[src/rtl/instr_decode.sv]
// RV32I decode stage: combinational field/immediate decode of the fetched
// word, registered into a single-entry bundle with a valid/ready handshake.
module instr_decode #(
    parameter bit CHECK_ILLEGAL = 1'b1
) (
    input  logic        clk,
    input  logic        rst_n,
    input  logic [31:0] instr,
    input  logic [31:0] pc,
    input  logic        instr_valid,
    input  logic        flush,
    input  logic        dec_ready,
    output logic        dec_valid,
    output logic [31:0] dec_pc,
    output logic [31:0] dec_instr,
    output logic [3:0]  dec_op,
    output logic [4:0]  dec_rd,
    output logic [4:0]  dec_rs1,
    output logic [4:0]  dec_rs2,
    output logic [2:0]  dec_funct3,
    output logic [6:0]  dec_funct7,
    output logic [31:0] dec_imm,
    output logic        dec_rd_we,
    output logic        dec_rs1_used,
    output logic        dec_rs2_used,
    output logic        dec_illegal,
    output logic        overrun
);

    typedef enum logic {
        EMPTY = 1'b0,
        FULL  = 1'b1
    } state_e;

    localparam logic [3:0] OP_LUI    = 4'd0;
    localparam logic [3:0] OP_AUIPC  = 4'd1;
    localparam logic [3:0] OP_JAL    = 4'd2;
    localparam logic [3:0] OP_JALR   = 4'd3;
    localparam logic [3:0] OP_BRANCH = 4'd4;
    localparam logic [3:0] OP_LOAD   = 4'd5;
    localparam logic [3:0] OP_STORE  = 4'd6;
    localparam logic [3:0] OP_OPIMM  = 4'd7;
    localparam logic [3:0] OP_OP     = 4'd8;
    localparam logic [3:0] OP_FENCE  = 4'd9;
    localparam logic [3:0] OP_SYSTEM = 4'd10;
    localparam logic [3:0] OP_ILL    = 4'd15;

    localparam logic [6:0] OPC_LUI    = 7'b0110111;
    localparam logic [6:0] OPC_AUIPC  = 7'b0010111;
    localparam logic [6:0] OPC_JAL    = 7'b1101111;
    localparam logic [6:0] OPC_JALR   = 7'b1100111;
    localparam logic [6:0] OPC_BRANCH = 7'b1100011;
    localparam logic [6:0] OPC_LOAD   = 7'b0000011;
    localparam logic [6:0] OPC_STORE  = 7'b0100011;
    localparam logic [6:0] OPC_OPIMM  = 7'b0010011;
    localparam logic [6:0] OPC_OP     = 7'b0110011;
    localparam logic [6:0] OPC_FENCE  = 7'b0001111;
    localparam logic [6:0] OPC_SYSTEM = 7'b1110011;

    logic [6:0]  opc;
    logic [2:0]  f3;
    logic [6:0]  f7;
    logic [4:0]  rd;
    logic [31:0] imm_i;
    logic [31:0] imm_s;
    logic [31:0] imm_b;
    logic [31:0] imm_u;
    logic [31:0] imm_j;

    assign opc = instr[6:0];
    assign f3  = instr[14:12];
    assign f7  = instr[31:25];
    assign rd  = instr[11:7];

    assign imm_i = {{20{instr[31]}}, instr[31:20]};
    assign imm_s = {{20{instr[31]}}, instr[31:25], instr[11:7]};
    assign imm_b = {{19{instr[31]}}, instr[31], instr[7],
                    instr[30:25], instr[11:8], 1'b0};
    assign imm_u = {instr[31:12], 12'h000};
    assign imm_j = {{11{instr[31]}}, instr[31], instr[19:12],
                    instr[20], instr[30:21], 1'b0};

    logic [3:0]  op_c;
    logic [31:0] imm_c;
    logic        bad_c;

    // bad_c collects the funct3/funct7 encodings RV32I leaves reserved
    always_comb begin
        op_c  = OP_ILL;
        imm_c = 32'h0;
        bad_c = 1'b0;
        unique case (opc)
            OPC_LUI: begin
                op_c  = OP_LUI;
                imm_c = imm_u;
            end
            OPC_AUIPC: begin
                op_c  = OP_AUIPC;
                imm_c = imm_u;
            end
            OPC_JAL: begin
                op_c  = OP_JAL;
                imm_c = imm_j;
            end
            OPC_JALR: begin
                op_c  = OP_JALR;
                imm_c = imm_i;
                bad_c = (f3 != 3'b000);
            end
            OPC_BRANCH: begin
                op_c  = OP_BRANCH;
                imm_c = imm_b;
                bad_c = (f3 == 3'b010) || (f3 == 3'b011);
            end
            OPC_LOAD: begin
                op_c  = OP_LOAD;
                imm_c = imm_i;
                bad_c = (f3 == 3'b011) || (f3 == 3'b110) ||
                        (f3 == 3'b111);
            end
            OPC_STORE: begin
                op_c  = OP_STORE;
                imm_c = imm_s;
                bad_c = (f3 > 3'b010);
            end
            OPC_OPIMM: begin
                op_c  = OP_OPIMM;
                imm_c = imm_i;
                bad_c = ((f3 == 3'b001) && (f7 != 7'h00)) ||
                        ((f3 == 3'b101) && (f7 != 7'h00) &&
                         (f7 != 7'h20));
            end
            OPC_OP: begin
                op_c  = OP_OP;
                bad_c = ((f7 != 7'h00) && (f7 != 7'h20)) ||
                        ((f7 == 7'h20) && (f3 != 3'b000) &&
                         (f3 != 3'b101));
            end
            OPC_FENCE:  op_c = OP_FENCE;
            OPC_SYSTEM: op_c = OP_SYSTEM;
            default: ;
        endcase
    end

    logic        ill_c;
    logic [3:0]  op_f;
    logic [31:0] imm_f;
    logic        rd_we_c;
    logic        rs1u_c;
    logic        rs2u_c;

    assign ill_c = (instr[1:0] != 2'b11) || (op_c == OP_ILL) ||
                   (CHECK_ILLEGAL && bad_c);
    assign op_f  = ill_c ? OP_ILL : op_c;
    assign imm_f = ill_c ? 32'h0 : imm_c;

    always_comb begin
        rd_we_c = 1'b0;
        rs1u_c  = 1'b0;
        rs2u_c  = 1'b0;
        unique case (op_f)
            OP_LUI, OP_AUIPC, OP_JAL: rd_we_c = 1'b1;
            OP_JALR, OP_LOAD, OP_OPIMM: begin
                rd_we_c = 1'b1;
                rs1u_c  = 1'b1;
            end
            OP_BRANCH, OP_STORE: begin
                rs1u_c = 1'b1;
                rs2u_c = 1'b1;
            end
            OP_OP: begin
                rd_we_c = 1'b1;
                rs1u_c  = 1'b1;
                rs2u_c  = 1'b1;
            end
            default: ;
        endcase
        if (rd == 5'd0) begin
            rd_we_c = 1'b0;
        end
    end

    state_e state_q;
    state_e state_d;
    logic   ovr_q;
    logic   ovr_d;
    logic   capture;

    // flush wins over everything; a stalled FULL entry drops new words
    always_comb begin
        state_d = state_q;
        ovr_d   = ovr_q;
        capture = 1'b0;
        if (flush) begin
            state_d = EMPTY;
        end else begin
            unique case (state_q)
                EMPTY: begin
                    if (instr_valid) begin
                        capture = 1'b1;
                        state_d = FULL;
                    end
                end
                FULL: begin
                    if (dec_ready) begin
                        capture = instr_valid;
                        state_d = instr_valid ? FULL : EMPTY;
                    end else if (instr_valid) begin
                        ovr_d = 1'b1;
                    end
                end
                default: state_d = EMPTY;
            endcase
        end
    end

    logic [31:0] pc_q;
    logic [31:0] instr_q;
    logic [3:0]  op_q;
    logic [31:0] imm_q;
    logic        rd_we_q;
    logic        rs1u_q;
    logic        rs2u_q;
    logic        ill_q;

    always_ff @(posedge clk or negedge rst_n) begin
        if (!rst_n) begin
            state_q <= EMPTY;
            ovr_q   <= 1'b0;
            pc_q    <= 32'h0;
            instr_q <= 32'h0;
            op_q    <= 4'd0;
            imm_q   <= 32'h0;
            rd_we_q <= 1'b0;
            rs1u_q  <= 1'b0;
            rs2u_q  <= 1'b0;
            ill_q   <= 1'b0;
        end else begin
            state_q <= state_d;
            ovr_q   <= ovr_d;
            if (capture) begin
                pc_q    <= pc;
                instr_q <= instr;
                op_q    <= op_f;
                imm_q   <= imm_f;
                rd_we_q <= rd_we_c;
                rs1u_q  <= rs1u_c;
                rs2u_q  <= rs2u_c;
                ill_q   <= ill_c;
            end
        end
    end

    assign dec_valid    = (state_q == FULL);
    assign dec_pc       = pc_q;
    assign dec_instr    = instr_q;
    assign dec_op       = op_q;
    assign dec_rd       = instr_q[11:7];
    assign dec_rs1      = instr_q[19:15];
    assign dec_rs2      = instr_q[24:20];
    assign dec_funct3   = instr_q[14:12];
    assign dec_funct7   = instr_q[31:25];
    assign dec_imm      = imm_q;
    assign dec_rd_we    = rd_we_q;
    assign dec_rs1_used = rs1u_q;
    assign dec_rs2_used = rs2u_q;
    assign dec_illegal  = ill_q;
    assign overrun      = ovr_q;

endmodule

[config.mk]
export PLATFORM = sky130hd
export DESIGN_NAME = instr_decode
export DESIGN_NICKNAME = d
export VERILOG_FILES = /design/src/rtl/instr_decode.sv
export SDC_FILE = /design/constraint.sdc
export NUM_CORES = 1
export LEC_CHECK = 0
export CAP_MARGIN = 20
export CORE_MARGIN = 10
export CORE_UTILIZATION = 43
export DETAILED_ROUTE_END_ITERATION = 8
export PLACE_DENSITY_LB_ADDON = 0.05
export REMOVE_ABC_BUFFERS = 1
export SYNTH_ARGS = -nofsm -noshare
export SYNTH_HDL_FRONTEND = slang
export SYNTH_SLANG_ARGS = --single-unit
[constraint.sdc]
create_clock -name clk -period 1.8 [get_ports clk]
set_input_delay 0.45 -clock clk [delete_from_list [all_inputs] [get_ports clk]]
set_output_delay 0.45 -clock clk [all_outputs]
set_load 0.01 [all_outputs]
==> results.md <==
* Outcome: finished, violations left
* Violated checks: negative setup slack
* Met1 Use GR at 25.7%
* HPWL Detailed at 12.6 mm
* Sequential-to-total area share from yosys stat at 55.0%
* Worst Reg-to-Reg Cells at 9
* Sw frac at 29.2%
* Most Used Layer, Global Route: met2
* WP data required at 2.06 ns
* Synth cell types at 53
* LEAKAGE at 4.49 nW
* Setup TNS at -5.17 ns
* Total of max-cap violations at 0
* Total GRT Usage at 20.3%
* Setup violators final at 60
* Initial antenna violation count at 0
* Fillers at 805
* Max Clk Rate at 512 MHz
* Type of element capturing the critical path: flop
* WHS Path Cells at 3
* Crit-path max FO at 7
* Total power at 5.93 mW
* Core Region at 0.0109 mm2
* RSZ-0062 raised after global routing: yes
* Initial DRT Pass Iterations at 5
* Reg power frac at 46.3%
* Most used DFF post-synth: dfrtp_1
* First-pass GRT wire length at 26.5 mm
* Max VDD drop at 0.501 mV
* Synth top area share at 55.0%
* Crit share post-route at 109%
* Overall routed net length at 18.0 mm
* Die area at 0.0158 mm2
* Initial drt markers at 334
* Starting density of the core at 44.3%
* Grt total ovfl at 0
* Vias in the first global route at 4818
* Vias at 4732
* Clock Tree Root: clkbuf_8
* Setup crit start kind: flop
* Layout net count at 832
* Syn Area/Cell at 9.31 um2
* Netlist Area Pre-Place at 0.00482 mm2
* CTS tree: yes
* Post-synth EDFFs at 0
* Die Width at 126 um
* Max-slew headroom at 68.3%
* HP Start: flush
* Die height at 126 um
* Reg area at 0.00265 mm2
* Top post-synthesis cells by area: dfrtp_1 (55%), nand2_1 (17%), buf_4 (4.0%)
* Worst r2r src: dec_valid$_DFF_PN0_
* Drt wl/cell at 19.8 um
* Worst reg-to-reg setup slack at -0.15 ns
* Number of port buffers at 199
* Share of synthesized registers carrying an async set or reset at 100%
* Worst-Skew Late Latency at 0.37 ns
* Mapped Cells at 518
* Synth warn at 0
* Combined area of the multi-input logic cells at 0.00195 mm2
* DRC at 0
* Htree depth at 3
* Clock-pin slew on the worst setup and hold paths at 0.10 ns
* Antenna diodes at 0
* Crit Path Category: reg -> reg
* Worst min path class: in -> reg
* Slew Viols, Final at 0
* Largest buffer count on any clock path at 2
* CTS Buf Count at 9
* Share of cells above drive strength 1 at 18.6%
* Period minus WS final at 1.95 ns
* Pin count of the biggest net entering global routing at 74
* P per Cell Area at 741 mW/mm2
* Layout area overhead at 65.8%
* Final hold viol count at 0
* Clk pwr share at 25.7%
* Final GP Congestion at 0.916
* Internal power at 4.20 mW
* Synth Register Bits at 106
* Capture point of the worst reg-to-reg path: dec_pc[3]$_DFFE_PN0P_
* DR vias/cell at 5.21
* Leading area contributor after synthesis: dfrtp_1
* WP data arrival at 2.21 ns
* Pre-CTS setup slack at -0.750 ns
* Sink Count at 106
* Gate power share at 28.0%
* Worst hold endpoint: dec_valid$_DFF_PN0_
* Setup ws final at -0.153 ns
* GR Layer Usage met3 at 5.75%
* NetSw at 1.73 mW
* Rows at 38
* Hold_ws at 0.395 ns
* Worst-Margin Slew at 0.475 ns
* Met2 GRT Util at 33.5%
* Top-Level Pins at 200
* Antenna viol nets, final at 0
* Worst clock skew at 0.00747 ns
[metal layers]
layer  vias up  wire [um]  part of all wire [%]
li1       2213          -                     -
met1      2328       7520                    42
met2       177       9110                    51
met3        14       1210                   6.7
met4         0        144                  0.80
met5         -          0                     0
[critical path, cell delays in order, from the launching register on]
cell	delay, ns
dfrtp_1	0.40
nor2b_4	0.14
buf_6	0.10
or3b_4	0.44
buf_4	0.16
buf_6	0.13
buf_16	0.15
clkbuf_16	0.16
nand2_1	0.08
nand2_1	0.07
[metrics by stage]
step           std cells  instance area [um2]  utilization, %
6_report             908                 8000            73.4
5_1_grt              908                 8000            73.4
4_1_cts              893                 7570            69.5
3_5_place_dp         871                 7210            66.2
3_3_place_gp         871                 7210            66.2
2_1_floorplan        462                 4480               -
[cells by family after synthesis]
family,Yosys count,share of synthesized area [%]
compound gates,92,13.9
xor+xnor,2,0.363
buf+inv,59,7.37
mux,2,0.519
simple gates,257,22.8
flops,106,55.0
[timing repair]
| item | in CTS | in global routing |
|---|---|---|
| setup buffers | 4 | 6 |
| endpoints found under the hold margin | 18 | 0 |
| cloned | 1 | 9 |
| resized for setup | 42 | 83 |
| pin swaps | 28 | 19 |
| hold buffers | 1 | 0 |
| endpoints found under the setup margin | 87 | 138 |
[cell usage after synthesis (4+ instances only)]
cell type  number
a21o_1         12
a21oi_1        10
a22o_1         12
a22oi_1         5
a31oi_1        10
a32o_1          9
buf_2           5
buf_4          26
buf_6           4
clkbuf_1       18
dfrtp_1       106
nand2_1       212
nor2_1         12
nor2b_1         5
o21ai_0         9
o21ai_1        10
[how the worst max path moves through the flow]
stage          slack (ns)  cells past startpoint                      end                 from
2_1_floorplan       -3.77                      5  dec_imm[15]$_DFFE_PN0P_  dec_valid$_DFF_PN0_
3_3_place_gp        -0.73                      5  dec_imm[10]$_DFFE_PN0P_             instr[2]
3_5_place_dp        -0.75                      5   dec_imm[7]$_DFFE_PN0P_             instr[2]
4_1_cts             -0.17                      8  dec_imm[15]$_DFFE_PN0P_  dec_valid$_DFF_PN0_
5_1_grt             -0.20                      9    dec_pc[3]$_DFFE_PN0P_  dec_valid$_DFF_PN0_
6_report            -0.15                      9    dec_pc[3]$_DFFE_PN0P_  dec_valid$_DFF_PN0_
[power by group through the flow]
stage,clock network [mW],logic (mW),registers [mW]
4_1_cts,1.55,1.63,2.75
3_3_place_gp,0,1.59,2.78
3_5_place_dp,0,1.61,2.80
2_1_floorplan,0,0.324,2.94
6_report,1.52,1.66,2.75
5_1_grt,1.64,1.78,2.77
[layout make-up]
type | count | area share, %
Multi-Input combinational cell | 354 | 24.3
Tap cell | 140 | 2.19
Timing Repair Buffer | 289 | 37.6
Clock buffer | 11 | 1.77
Clock inverter | 5 | 0.782
Sequential cell | 106 | 33.2
Inverter | 3 | 0.141
[cell usage in the layout, fill, tap and decap left out, types with 11 or more instances in the layout]
cell             instances
a21o_1                  12
a22o_1                  12
buf_4                   72
clkdlybuf4s50_1        122
dfrtp_1                106
dlygate4sd2_1           16
dlymetal6s2s_1          57
nand2_1                210
nor2_1                  11
o21ai_2                 12
[state kept, by name, summed over array words and instances, names as in the netlist, 4 cells and up]
signal and count:
dec_imm 32, dec_instr 32, dec_pc 32, dec_op 4
Note: power is estimated with default switching activity, not from simulation.
